[config.mk]
export PLATFORM = sky130hd
export DESIGN_NAME = taxi_gt_apb_seq_flat
export DESIGN_NICKNAME = d
export VERILOG_FILES = /design/src/rtl/taxi_gt_apb_seq_pkg.sv /design/src/rtl/taxi_apb_if.sv /design/src/rtl/taxi_gt_apb_seq_mst_eng.sv /design/src/rtl/taxi_gt_apb_seq.sv /design/src/flat_wrapper.sv
export SDC_FILE = /design/constraint.sdc
export NUM_CORES = 1
export LEC_CHECK = 0
export CORE_UTILIZATION = 25
export DETAILED_ROUTE_END_ITERATION = 8
export PLACE_DENSITY = 0.53
export SYNTH_ARGS = -nofsm -noshare
export SYNTH_HDL_FRONTEND = slang
export SYNTH_SLANG_ARGS = --single-unit
[constraint.sdc]
create_clock -name clk -period 2.8 [get_ports clk]
set_input_delay 0.56 -clock clk [delete_from_list [all_inputs] [get_ports clk]]
set_output_delay 0.56 -clock clk [all_outputs]
set_load 0.1 [all_outputs]
[src/rtl/taxi_gt_apb_seq_pkg.sv]
// Shared types for the GT APB table sequencer.
// Entry layout, opcodes and FSM state encodings.
package taxi_gt_apb_seq_pkg;

  localparam int ENT_ADDR_W = 18;
  localparam int ENT_DATA_W = 16;

  typedef enum logic [1:0] {
    OP_WRITE = 2'd0,
    OP_RMW   = 2'd1,
    OP_POLL  = 2'd2,
    OP_END   = 2'd3
  } op_t;

  typedef struct packed {
    op_t                   op;
    logic [ENT_ADDR_W-1:0] addr;
    logic [ENT_DATA_W-1:0] data;
    logic [ENT_DATA_W-1:0] mask;
  } entry_t;

  typedef enum logic [3:0] {
    ST_IDLE,
    ST_FETCH,
    ST_EXEC,
    ST_APB_SETUP,
    ST_APB_ACCESS,
    ST_RMW_WR,
    ST_POLL_WAIT,
    ST_DONE,
    ST_ERROR
  } state_t;

  typedef enum logic [1:0] {
    E_IDLE,
    E_SETUP,
    E_ACCESS
  } eng_t;

  function automatic logic [ENT_DATA_W-1:0] merge(
    input logic [ENT_DATA_W-1:0] rd,
    input logic [ENT_DATA_W-1:0] data,
    input logic [ENT_DATA_W-1:0] mask
  );
    return (rd & ~mask) | (data & mask);
  endfunction

endpackage

[src/rtl/taxi_apb_if.sv]
// APB bus bundle between a master and a completer.
// pstrb is byte-granular over pwdata.
interface taxi_apb_if #(
  parameter int ADDR_W = 18,
  parameter int DATA_W = 16
);
  logic [ADDR_W-1:0]   paddr;
  logic                psel;
  logic                penable;
  logic                pwrite;
  logic [DATA_W-1:0]   pwdata;
  logic [DATA_W/8-1:0] pstrb;
  logic [DATA_W-1:0]   prdata;
  logic                pready;
  logic                pslverr;

  modport mst (
    output paddr, psel, penable, pwrite, pwdata, pstrb,
    input  prdata, pready, pslverr
  );

  modport slv (
    input  paddr, psel, penable, pwrite, pwdata, pstrb,
    output prdata, pready, pslverr
  );
endinterface

[src/rtl/taxi_gt_apb_seq_mst_eng.sv]
// Single-access APB master engine with req/ack handshake.
// A new req on the ack cycle chains straight into the next setup.
module taxi_apb_mst_eng
  import taxi_gt_apb_seq_pkg::*;
#(
  parameter int ADDR_W = 18,
  parameter int DATA_W = 16
) (
  input  logic              clk,
  input  logic              rst_n,
  input  logic              req,
  input  logic              req_wr,
  input  logic [ADDR_W-1:0] req_addr,
  input  logic [DATA_W-1:0] req_wdata,
  output logic              ack,
  output logic [DATA_W-1:0] rdata,
  output logic              slverr,
  taxi_apb_if.mst           m_apb
);

  eng_t              st_q, st_d;
  logic [ADDR_W-1:0] paddr_q, paddr_d;
  logic [DATA_W-1:0] pwdata_q, pwdata_d;
  logic              pwrite_q, pwrite_d;
  logic              psel_q, psel_d;
  logic              penable_q, penable_d;

  always_comb begin
    st_d      = st_q;
    paddr_d   = paddr_q;
    pwdata_d  = pwdata_q;
    pwrite_d  = pwrite_q;
    psel_d    = psel_q;
    penable_d = penable_q;
    ack       = 1'b0;
    unique case (st_q)
      E_IDLE: begin
        if (req) begin
          st_d     = E_SETUP;
          psel_d   = 1'b1;
          paddr_d  = req_addr;
          pwrite_d = req_wr;
          pwdata_d = req_wdata;
        end
      end
      E_SETUP: begin
        st_d      = E_ACCESS;
        penable_d = 1'b1;
      end
      E_ACCESS: begin
        if (m_apb.pready) begin
          ack       = 1'b1;
          penable_d = 1'b0;
          if (req) begin
            st_d     = E_SETUP;
            paddr_d  = req_addr;
            pwrite_d = req_wr;
            pwdata_d = req_wdata;
          end else begin
            st_d   = E_IDLE;
            psel_d = 1'b0;
          end
        end
      end
      default: begin
        st_d      = E_IDLE;
        psel_d    = 1'b0;
        penable_d = 1'b0;
      end
    endcase
  end

  always_ff @(posedge clk) begin
    if (!rst_n) begin
      st_q      <= E_IDLE;
      paddr_q   <= '0;
      pwdata_q  <= '0;
      pwrite_q  <= 1'b0;
      psel_q    <= 1'b0;
      penable_q <= 1'b0;
    end else begin
      st_q      <= st_d;
      paddr_q   <= paddr_d;
      pwdata_q  <= pwdata_d;
      pwrite_q  <= pwrite_d;
      psel_q    <= psel_d;
      penable_q <= penable_d;
    end
  end

  assign m_apb.paddr   = paddr_q;
  assign m_apb.pwdata  = pwdata_q;
  assign m_apb.pwrite  = pwrite_q;
  assign m_apb.psel    = psel_q;
  assign m_apb.penable = penable_q;
  assign m_apb.pstrb   = '1;
  assign rdata         = m_apb.prdata;
  assign slverr        = m_apb.pslverr;

endmodule

[src/rtl/taxi_gt_apb_seq.sv]
// Table-driven APB sequencer for GT DRP/control setup after reset.
// Define TAXI_GT_APB_SEQ_TIMEOUT_EN to bound the reads of each POLL entry.
module taxi_gt_apb_seq
  import taxi_gt_apb_seq_pkg::*;
#(
  parameter int ADDR_W        = ENT_ADDR_W,
  parameter int DATA_W        = ENT_DATA_W,
  parameter int TBL_AW        = 6,
  parameter int POLL_INTERVAL = 64,
  parameter int POLL_TIMEOUT  = 1024
) (
  input  logic              clk,
  input  logic              rst_n,
  input  logic              start,
  output logic              busy,
  output logic              done,
  output logic              error,
  output logic [TBL_AW-1:0] err_idx,
  output logic [TBL_AW-1:0] tbl_addr,
  input  entry_t            tbl_data,
  taxi_apb_if.mst           m_apb
);

  localparam int WCW = $clog2(POLL_INTERVAL + 1);

  state_t            st_q, st_d;
  entry_t            ent_q, ent_d;
  logic [TBL_AW-1:0] idx_q, idx_d;
  logic [TBL_AW-1:0] eidx_q, eidx_d;
  logic [WCW-1:0]    wait_q, wait_d;
  logic              busy_q, busy_d;
  logic              done_q, done_d;
  logic              err_q, err_d;
  logic              rmw_wr_q, rmw_wr_d;

  logic              req, req_wr, ack, slverr;
  logic [ADDR_W-1:0] req_addr;
  logic [DATA_W-1:0] req_wdata, rdata;
  logic              poll_hit, rmw_rd, poll_miss;

`ifdef TAXI_GT_APB_SEQ_TIMEOUT_EN
  localparam int PCW = $clog2(POLL_TIMEOUT + 1);
  logic [PCW-1:0] pcnt_q, pcnt_d;
`endif

  assign poll_hit  = ((rdata ^ ent_q.data) & ent_q.mask) == '0;
  assign rmw_rd    = !slverr && ent_q.op == OP_RMW && !rmw_wr_q;
  assign poll_miss = !slverr && ent_q.op == OP_POLL && !poll_hit;

  always_comb begin
    st_d      = st_q;
    ent_d     = ent_q;
    idx_d     = idx_q;
    eidx_d    = eidx_q;
    wait_d    = wait_q;
    busy_d    = busy_q;
    done_d    = done_q;
    err_d     = err_q;
    rmw_wr_d  = rmw_wr_q;
    req       = 1'b0;
    req_wr    = 1'b0;
    req_addr  = ent_q.addr;
    req_wdata = ent_q.data;
`ifdef TAXI_GT_APB_SEQ_TIMEOUT_EN
    pcnt_d    = pcnt_q;
`endif
    unique case (st_q)
      ST_IDLE, ST_DONE, ST_ERROR: begin
        if (start) begin
          st_d   = ST_FETCH;
          idx_d  = '0;
          done_d = 1'b0;
          err_d  = 1'b0;
          busy_d = 1'b1;
        end
      end
      ST_FETCH: st_d = ST_EXEC;
      ST_EXEC: begin
        ent_d    = tbl_data;
        rmw_wr_d = 1'b0;
`ifdef TAXI_GT_APB_SEQ_TIMEOUT_EN
        pcnt_d   = '0;
`endif
        if (tbl_data.op == OP_END) begin
          st_d   = ST_DONE;
          busy_d = 1'b0;
          done_d = 1'b1;
        end else begin
          req       = 1'b1;
          req_wr    = tbl_data.op == OP_WRITE;
          req_addr  = tbl_data.addr;
          req_wdata = tbl_data.data;
          st_d      = ST_APB_SETUP;
        end
      end
      ST_APB_SETUP, ST_RMW_WR: st_d = ST_APB_ACCESS;
      ST_APB_ACCESS: begin
        if (ack) begin
          unique case (1'b1)
            slverr: begin
              st_d   = ST_ERROR;
              err_d  = 1'b1;
              busy_d = 1'b0;
              eidx_d = idx_q;
            end
            rmw_rd: begin
              req       = 1'b1;
              req_wr    = 1'b1;
              req_wdata = merge(rdata, ent_q.data, ent_q.mask);
              rmw_wr_d  = 1'b1;
              st_d      = ST_RMW_WR;
            end
            poll_miss: begin
              st_d   = ST_POLL_WAIT;
              wait_d = WCW'(POLL_INTERVAL);
`ifdef TAXI_GT_APB_SEQ_TIMEOUT_EN
              pcnt_d = pcnt_q + 1'b1;
              if (pcnt_q == PCW'(POLL_TIMEOUT - 1)) begin
                st_d   = ST_ERROR;
                err_d  = 1'b1;
                busy_d = 1'b0;
                eidx_d = idx_q;
              end
`endif
            end
            default: begin
              // last table slot finishes the run; the index never wraps
              if (&idx_q) begin
                st_d   = ST_DONE;
                busy_d = 1'b0;
                done_d = 1'b1;
              end else begin
                idx_d = idx_q + 1'b1;
                st_d  = ST_FETCH;
              end
            end
          endcase
        end
      end
      ST_POLL_WAIT: begin
        if (wait_q > WCW'(1)) begin
          wait_d = wait_q - 1'b1;
        end else begin
          wait_d = '0;
          req    = 1'b1;
          st_d   = ST_APB_SETUP;
        end
      end
      default: st_d = ST_IDLE;
    endcase
  end

  always_ff @(posedge clk) begin
    if (!rst_n) begin
      st_q     <= ST_IDLE;
      ent_q    <= '0;
      idx_q    <= '0;
      eidx_q   <= '0;
      wait_q   <= '0;
      busy_q   <= 1'b0;
      done_q   <= 1'b0;
      err_q    <= 1'b0;
      rmw_wr_q <= 1'b0;
`ifdef TAXI_GT_APB_SEQ_TIMEOUT_EN
      pcnt_q   <= '0;
`endif
    end else begin
      st_q     <= st_d;
      ent_q    <= ent_d;
      idx_q    <= idx_d;
      eidx_q   <= eidx_d;
      wait_q   <= wait_d;
      busy_q   <= busy_d;
      done_q   <= done_d;
      err_q    <= err_d;
      rmw_wr_q <= rmw_wr_d;
`ifdef TAXI_GT_APB_SEQ_TIMEOUT_EN
      pcnt_q   <= pcnt_d;
`endif
    end
  end

  taxi_apb_mst_eng #(
    .ADDR_W(ADDR_W),
    .DATA_W(DATA_W)
  ) u_eng (
    .clk      (clk),
    .rst_n    (rst_n),
    .req      (req),
    .req_wr   (req_wr),
    .req_addr (req_addr),
    .req_wdata(req_wdata),
    .ack      (ack),
    .rdata    (rdata),
    .slverr   (slverr),
    .m_apb    (m_apb)
  );

  assign busy     = busy_q;
  assign done     = done_q;
  assign error    = err_q;
  assign err_idx  = eidx_q;
  assign tbl_addr = idx_q;

endmodule
[src/flat_wrapper.sv]
// flat-port wrapper written by rule: the top's interface ports become plain ports
module taxi_gt_apb_seq_flat import taxi_gt_apb_seq_pkg::*;
#(
  parameter int ADDR_W        = ENT_ADDR_W,
  parameter int DATA_W        = ENT_DATA_W,
  parameter int TBL_AW        = 6,
  parameter int POLL_INTERVAL = 64,
  parameter int POLL_TIMEOUT  = 1024
)
  (clk, rst_n, start, busy, done, error, err_idx, tbl_addr, tbl_data, m_apb_paddr, m_apb_psel, m_apb_penable, m_apb_pwrite, m_apb_pwdata, m_apb_pstrb, m_apb_prdata, m_apb_pready, m_apb_pslverr);
  taxi_apb_if #(.ADDR_W(ADDR_W), .DATA_W(DATA_W)) m_apb_i ();
  input  logic clk;
  input  logic rst_n;
  input  logic start;
  output logic busy;
  output logic done;
  output logic error;
  output logic [TBL_AW-1:0] err_idx;
  output logic [TBL_AW-1:0] tbl_addr;
  input  entry_t tbl_data;
  output wire logic [$bits(m_apb_i.paddr)-1:0] m_apb_paddr;
  output wire logic [$bits(m_apb_i.psel)-1:0] m_apb_psel;
  output wire logic [$bits(m_apb_i.penable)-1:0] m_apb_penable;
  output wire logic [$bits(m_apb_i.pwrite)-1:0] m_apb_pwrite;
  output wire logic [$bits(m_apb_i.pwdata)-1:0] m_apb_pwdata;
  output wire logic [$bits(m_apb_i.pstrb)-1:0] m_apb_pstrb;
  input wire logic [$bits(m_apb_i.prdata)-1:0] m_apb_prdata;
  input wire logic [$bits(m_apb_i.pready)-1:0] m_apb_pready;
  input wire logic [$bits(m_apb_i.pslverr)-1:0] m_apb_pslverr;
  assign m_apb_paddr = m_apb_i.paddr;
  assign m_apb_psel = m_apb_i.psel;
  assign m_apb_penable = m_apb_i.penable;
  assign m_apb_pwrite = m_apb_i.pwrite;
  assign m_apb_pwdata = m_apb_i.pwdata;
  assign m_apb_pstrb = m_apb_i.pstrb;
  assign m_apb_i.prdata = m_apb_prdata;
  assign m_apb_i.pready = m_apb_pready;
  assign m_apb_i.pslverr = m_apb_pslverr;
  taxi_gt_apb_seq #(.ADDR_W(ADDR_W), .DATA_W(DATA_W), .TBL_AW(TBL_AW), .POLL_INTERVAL(POLL_INTERVAL), .POLL_TIMEOUT(POLL_TIMEOUT)) u_core (.clk(clk), .rst_n(rst_n), .start(start), .busy(busy), .done(done), .error(error), .err_idx(err_idx), .tbl_addr(tbl_addr), .tbl_data(tbl_data), .m_apb(m_apb_i));
endmodule
==> results.json <==
{
  "status": "finished clean",
  "setup_viol": 0,
  "tns_ps": 0,
  "critPathLaunchType": "flip-flop",
  "start_util": 0.255,
  "worst_pin_slew_ps": 643,
  "drv_slew": 0,
  "syn_area_um2": 5560,
  "antenna_found_initial": 1,
  "syn_inst": 675,
  "slew_headroom": 0.571,
  "drc_errors": 0,
  "cts_resized": 0,
  "insertion_delay_ps": 420,
  "dr_total_vias": 5130,
  "clock_skew_ps": 9.13,
  "track_usage": 0.159,
  "grt_overflow_total": 0,
  "whs_path_depth": 2,
  "cp.required_ps": 3150,
  "synth_top_cell_area_share": 0.425,
  "io_buffers": 124,
  "die_area_um2": 22800,
  "io_pins": 127,
  "critical_path_class": "flip-flop to flip-flop",
  "grt_pass1_wl_um": 27400,
  "synth_edf_count": 0,
  "fp.dieH_um": 151,
  "p_total_mw": 5.66,
  "hold_path_class": "flip-flop to flip-flop",
  "end_kind": "flip-flop",
  "rsz0062_at_grt": "false",
  "min_period_ps": 2390,
  "crit_fanout": 8,
  "reg2reg_depth": 8,
  "cts_buffer_depth": 2,
  "cts-buffers-inserted": 17,
  "drive_gt1_frac": 0.151,
  "core_area_um2": 21800,
  "hold_buffers": 0,
  "postCtsSetupRepairBufs": 0,
  "cts-root-buf": "clkbuf_16",
  "cts.sinks": 118,
  "power_density_nw_per_um2": 740,
  "synth_area_per_cell_um2": 8.23,
  "synth_top_area_cell": "dfxtp_1",
  "place.gp.congestion": 0.818,
  "antenna_left": 0,
  "min_period_over_period": 0.852,
  "rows": 54,
  "ys_seq_elements": 118,
  "synth_common_cells": "nand2_1 (173), dfxtp_1 (118), a21boi_0 (57), nor2_1 (37), o211a_1 (37)",
  "finalHoldViolations": 0,
  "cp.arrival_ps": 2740,
  "dp_hpwl_um": 11400,
  "synth-seq-area-share": 0.425,
  "viasPerCell": 4.68,
  "async_flop_share": 0,
  "cts_tree": "yes",
  "dr.pass1.iters": 4,
  "grt_pass1_vias": 5044,
  "max-vdd-ir-drop_mv": 0.454,
  "finalNetCount": 879,
  "yosys_warnings": 0,
  "die_w_um": 151,
  "avgRoutedWirePerCell_um": 15.4,
  "maxCapViolCount": 0,
  "htree_levels": 4,
  "grt_max_degree": 58,
  "area_delta_synth_final_pct": 37.6,
  "synth.area.top_cells": "dfxtp_1 (43%), nand2_1 (12%), a21boi_0 (7.7%), o211a_1 (6.7%), a22oi_1 (3.2%)",
  "fmax_ghz": 0.419,
  "p_leak_nw": 3.27,
  "ys_types": 54,
  "hold_ws_ps": 461,
  "drt_wl_total_um": 16900,
  "clkTransAtPathRegs_ps": 60,
  "drtIter0Drc": 262,
  "synth.most_common_cell": "nand2_1",
  "synthFlopType": "dfxtp_1"
}
==> cell type report <==
type,count,area [µm²]
inverters,7,26.3
flip-flops and latches,118,2360
diodes,1,2.50
fillers,2289,14200
clock inverters,13,110
clock buffers,19,433
repair buffers,155,1370
multi-input cells,504,2990
well taps,280,350
==> worst max-delay path: stages (launching register included) <==
cell and delay [ps]:
dfxtp_1 380, or4b_1 560, nor2_4 130, buf_4 160, a41oi_1 200, a21oi_1 170
o21ai_1 100, or4_1 470, a21oi_1 140
==> metal layers <==
layer | routed length, µm | global-route usage
met5 | 0 | 0
met4 | 272 | 0.0555
met3 | 772 | 0.0455
met2 | 7890 | 0.253
met1 | 7950 | 0.204
==> path summary, 6_finish.rpt <==
check                         from  slack, ps                 end
setup / recovery    u_core.st_q[1]        410  u_core.tbl_addr[5]
hold / removal    u_core.ent_q[47]        460    u_core.ent_q[47]
setup reg to reg    u_core.st_q[1]        410  u_core.tbl_addr[5]
hold reg to reg   u_core.ent_q[47]        460    u_core.ent_q[47]
==> stage by stage <==
step / utilization / instances / cell area (µm²) / setup WS [ps]
after floorplan: - / 676 / 5560 / 231
after global placement: 0.325 / 1064 / 7100 / 71.8
after detailed placement: 0.325 / 1064 / 7100 / 72.2
after CTS: 0.350 / 1096 / 7640 / 398
after global routing: 0.350 / 1096 / 7640 / 217
final: 0.350 / 1097 / 7640 / 414
==> report_power, final <==
group	switching (mW)	total [mW]	internal, mW
registers	0.144	2.02	1.88
logic	1.09	1.62	0.527
clock network	0.808	2.02	1.21
total	2.05	5.66	3.61
==> state kept, by name, summed over array words and instances, names as in the netlist <==
| signal | cells |
|---|---|
| u_core.u_eng.m_apb.pwrite | 1 |
| u_core.error | 1 |
| u_core.u_eng.m_apb.pwdata | 16 |
| u_core.done | 1 |
| u_core.busy | 1 |
| u_core.err_idx | 6 |
| u_core.u_eng.m_apb.penable | 1 |
| u_core.rmw_wr_q | 1 |
| u_core.ent_q | 52 |
| u_core.wait_q | 7 |
| u_core.st_q | 4 |
| u_core.u_eng.m_apb.psel | 1 |
| u_core.u_eng.st_q | 2 |
| u_core.u_eng.m_apb.paddr | 18 |
| u_core.tbl_addr | 6 |
==> placed cells by master, fill, tap and decap left out, drive strengths merged, types with 5 or more instances in the layout <==
cell type / instances
nor2b: 10
o211ai: 18
dfxtp: 118
a21oi: 17
a22oi: 24
inv: 7
o211a: 37
xor2: 17
nand2b: 6
buf: 84
clkdlybuf4s50: 71
clkbuf: 19
clkinv: 7
clkinvlp: 5
and2: 7
o21ai: 11
nor3: 6
nand3: 29
nor2: 38
mux2i: 7
nand2: 174
a21boi: 57
==> cell families (layout without fill, tap and decap cells) <==
group / Yosys count / in the layout / share of synthesized area
adder cells (fa/ha/maj): 3 / 3 / 0.00675
AND/OR/NAND/NOR: 287 / 287 / 0.226
buffers and inverters: 54 / 194 / 0.0403
multiplexers: 7 / 7 / 0.0126
flip-flops: 118 / 118 / 0.425
XOR/XNOR: 18 / 18 / 0.0284
other: 1 / 3 / 0.000675
AO/OA/AOI/OAI: 187 / 187 / 0.260
Power figures use the tool's default switching activity.
